[src/rtl/ddr3_traffic_checker_pkg.sv]
// Shared state/pattern codes and LFSR feedback masks for the DDR3 traffic checker.
package ddr3_traffic_checker_pkg;

    typedef enum logic [2:0] {
        ST_IDLE  = 3'd0,
        ST_WRITE = 3'd1,
        ST_READ  = 3'd2,
        ST_DONE  = 3'd3
    } state_e;

    typedef enum logic [1:0] {
        PAT_INCR = 2'd0,
        PAT_WALK = 2'd1,
        PAT_LFSR = 2'd2,
        PAT_INV  = 2'd3
    } pattern_e;

    // Bit masks of the feedback taps for a left-shifting Fibonacci LFSR (maximal length).
    function automatic logic [31:0] lfsr_taps(input int width);
        case (width)
            8:       return 32'h0000_00B8;
            32:      return 32'h8020_0003;
            default: return 32'h0000_B400;
        endcase
    endfunction

endpackage

[src/rtl/ddr3_traffic_checker_pattern_gen.sv]
// Word pattern source: load latches mode/seed (index 0), advance steps to the next index.
// Output is a mux over registered state, so it is stable until the next load/advance.
module ddr3_traffic_checker_pattern_gen
    import ddr3_traffic_checker_pkg::*;
#(
    parameter int DQ = 16
) (
    input  logic          clk,
    input  logic          rst,
    input  logic          load_i,
    input  logic          advance_i,
    input  pattern_e      mode_i,
    input  logic [DQ-1:0] seed_i,
    output logic [DQ-1:0] word_o
);
    localparam logic [DQ-1:0] TAPS = DQ'(lfsr_taps(DQ));
    localparam logic [DQ-1:0] ONE  = DQ'(1);
    localparam int            SW   = $clog2(DQ);

    pattern_e      mode_q;
    logic [DQ-1:0] sum_q;
    logic [DQ-1:0] lfsr_q;

    always_ff @(posedge clk or posedge rst) begin
        if (rst) begin
            mode_q <= PAT_INCR;
            sum_q  <= '0;
            lfsr_q <= '0;
        end else if (load_i) begin
            mode_q <= mode_i;
            sum_q  <= seed_i;
            lfsr_q <= (seed_i == '0) ? '1 : seed_i;
        end else if (advance_i) begin
            sum_q  <= sum_q + ONE;
            lfsr_q <= {lfsr_q[DQ-2:0], ^(lfsr_q & TAPS)};
        end
    end

    always_comb begin
        word_o = sum_q;
        case (mode_q)
            PAT_INCR: word_o = sum_q;
            PAT_WALK: word_o = ONE << sum_q[SW-1:0];
            PAT_LFSR: word_o = lfsr_q;
            PAT_INV:  word_o = ~sum_q;
            default:  word_o = sum_q;
        endcase
    end
endmodule

[config.mk]
export PLATFORM = sky130hd
export DESIGN_NAME = ddr3_traffic_checker_pattern_gen
export DESIGN_NICKNAME = d
export VERILOG_FILES = /design/src/rtl/ddr3_traffic_checker_pkg.sv /design/src/rtl/ddr3_traffic_checker_pattern_gen.sv
export SDC_FILE = /design/constraint.sdc
export NUM_CORES = 1
export LEC_CHECK = 0
export CAP_MARGIN = 5
export CORE_MARGIN = 2
export CORE_UTILIZATION = 55
export DETAILED_ROUTE_END_ITERATION = 8
export HOLD_SLACK_MARGIN = 0.02
export PLACE_DENSITY_LB_ADDON = 0.1
export SLEW_MARGIN = 20
export SYNTH_ARGS = -nofsm -noshare
export SYNTH_HDL_FRONTEND = slang
export SYNTH_SLANG_ARGS = --single-unit
[constraint.sdc]
create_clock -name clk -period 2.2 [get_ports clk]
set_clock_uncertainty 0.05 [all_clocks]
set_input_delay 0.44 -clock clk [delete_from_list [all_inputs] [get_ports clk]]
set_output_delay 0.44 -clock clk [all_outputs]
set_load 0.02 [all_outputs]
==> metrics.txt <==
outcome=complete, no violations; Vias/cell=5.71; CP startpoint kind=flip-flop; crit path DAT=1.62 ns; Site Rows=24; via count=2,405; Max Cap Violations=0; setup slack, reg-to-reg=0.43 ns; RSZ-0062 raised after global routing=false; pin count of the biggest net entering global routing=56; Setup CP Type=flip-flop to output port; area leader, netlist=dfrtp_1; TritonRoute pass-1 iters=4; Avg WL per Cell=16.2 um; Crit. End Element=output port; cts hold-fix bufs=0; # IOs=38; Post-synth top cells=34 x dfrtp_1, 27 x nand2_1, 23 x nor2_1, 22 x nor2b_1, 19 x inv_1; Place WS=-0.0292 ns; Min-Delay Path Class=primary input to flip-flop; hold depth=3; number of flops mapped to enable cells by yosys=0; top-count cell post-synth=dfrtp_1; worst endpoint required time=1.71 ns; NumNets Final=395; Port Buffers=37; Layout area overhead=27.7%; CTS Sinks=34; Netlist Area Pre-Place=2510 um2; Yosys cell types=39; min-delay src=load_i; die area=5120 um2; hpwl dp=5.12 mm; Slew Limit Fails=0; Die H=71.5 um; Final setup viols=0; Initial Utilization=57.2%; Slew @ Worst Pin=0.559 ns; worst-case reg-to-reg path depth=6; Mean Syn Cell Area=8.25 um2; Synth top area share=33.9%; layout cells sized above 1=24.7%; RR Endpoint=sum_q[13]; worst vdd ir=0.437 mV; top_reg_cell synth=dfrtp_1; syn_nets=331; initial DRC count=199; Post-Place Cells=411; #FFs+latches synth=34; CTS tree=yes; Synth area leaders=dfrtp_1 34%, nor2b_1 5.5%, xnor2_1 5.2%; Reg clk slew, reported paths=0.07 ns; minimum clock period=2.11 ns; Power Dens Cells=636 nW/um2; final hold viol count=0; Tcrit/Tclk final=96.1%; total CTS buffers=5; Root Driver=clkbuf_8; largest fanout on the critical path=17; Core Area=4380 um2; Die X=71.5 um; gpl congestion=0.881; vias in the first global route=2,307; Final TNS setup=0 ns; Leak=1.44 nW; Non-Filler Instances=421; max frequency=0.473 GHz; Total Routing Usage GR=29.0%; number of diodes=0; total power=2.04 mW; Yosys Warn Count=0; initial antenna violation count=0; Async SR Flop Fraction=100%; Worst Hold End=sum_q[1]; slew margin rel.=62.7%; Setup WS post-layout=0.0855 ns; drt drc=0; Critical R2R Launch=sum_q[3]; # H-tree levels=2; sequential-to-total area share from yosys stat=33.9%; Gate Count Post-Synth=304; drt total wl=6.81 mm; insertion delay to the later sink of the worst-skew pair=0.29 ns; global-route wire length before repair=11.4 mm; Bufs on Longest Clock Path=2; antenna-violating nets left=0; Worst Setup SP=mode_q[1]; global route overflow=0
==> cell usage in the layout, fill, tap and decap left out, types with 7 or more instances in the layout <==
cell type | Yosys | final
nor2b_1 | 22 | 22
xnor2_1 | 15 | 15
clkdlybuf4s50_1 | 0 | 20
nor2_1 | 23 | 22
buf_2 | 3 | 8
nor3_1 | 9 | 9
mux2i_1 | 8 | 8
a31oi_1 | 16 | 16
mux2_2 | 11 | 11
buf_4 | 0 | 45
nand2_1 | 27 | 26
a211oi_1 | 11 | 11
o22ai_1 | 7 | 7
a21oi_1 | 18 | 17
inv_1 | 19 | 19
o21ai_0 | 16 | 16
dfrtp_1 | 34 | 33
clkbuf_2 | 1 | 7
==> flip-flops by register name (all words and copies together), names as in the netlist <==
name / cells
mode_q: 2
lfsr_q: 16
sum_q: 16
==> critical path, cell delays in order, from the launching register on <==
cell and delay, ns:
dfrtp_2 0.44, buf_4 0.15, buf_4 0.17, o21ai_0 0.08, nor2_1 0.05, a221o_1 0.27
buf_2 0.16
==> layout make-up <==
cell class / count / area (um2)
clock inverter: 1 / 5.00
timing repair buffer: 81 / 622
inverter: 19 / 71.3
sequential: 34 / 852
clock buffer: 7 / 86.3
fill: 385 / 1180
multi-input combinational: 227 / 1500
tap: 52 / 65.1
==> per-layer routing <==
metal	global-route usage, %	up-vias	wire, um
li1	-	1201	-
met1	43.0	1105	3120
met5	0	-	0
met2	43.0	87	3010
met4	9.01	0	105
met3	5.77	12	569
==> cells by family (layout without fill, tap and decap cells) <==
family	after synthesis	in the layout	synth area share, %
AOI/OAI and AO/OA	80	80	19.8
and+or+nand+nor	108	108	23.5
adders and majority gates	5	5	2.50
muxes	19	19	8.13
xor gates and xnor gates	15	15	5.24
buffers and inverters	43	108	6.94
DFF	34	34	33.9
==> where the power goes <==
group,leakage [nW],switching (mW),total (mW),internal [mW]
logic,0.995,0.415,0.767,0.353
registers,0.394,0.0869,0.782,0.695
clock network,0.0482,0.236,0.488,0.253
total,1.44,0.737,2.04,1.30
==> worst max path at each step <==
| stage | endpoint | slack [ns] |
|---|---|---|
| final | word_o[10] | 0.09 |
| after global routing | word_o[11] | 0.0006 |
| after CTS | word_o[0] | 0.006 |
| after detailed placement | word_o[0] | -0.03 |
| after global placement | sum_q[13] | 0.002 |
| after floorplan | word_o[0] | 0.27 |
==> stage by stage <==
| stage | area (um2) | utilization, % | hold WS [ns] |
|---|---|---|---|
| 3_3_place_gp | 3150 | 71.9 | 0.541 |
| 5_1_grt | 3200 | 73.0 | 0.487 |
| 4_1_cts | 3220 | 73.5 | 0.467 |
| 6_report | 3200 | 73.0 | 0.486 |
| 3_5_place_dp | 3150 | 71.9 | 0.545 |
| 2_1_floorplan | 2510 | - | 0.505 |
==> what timing repair did <==
item / in CTS / in global routing
endpoints found under the setup margin: 16 / 9
endpoints found under the hold margin: 0 / 0
setup buffers: 2 / 0
resized for setup: 49 / 15
Note: power is estimated with default switching activity, not from simulation.
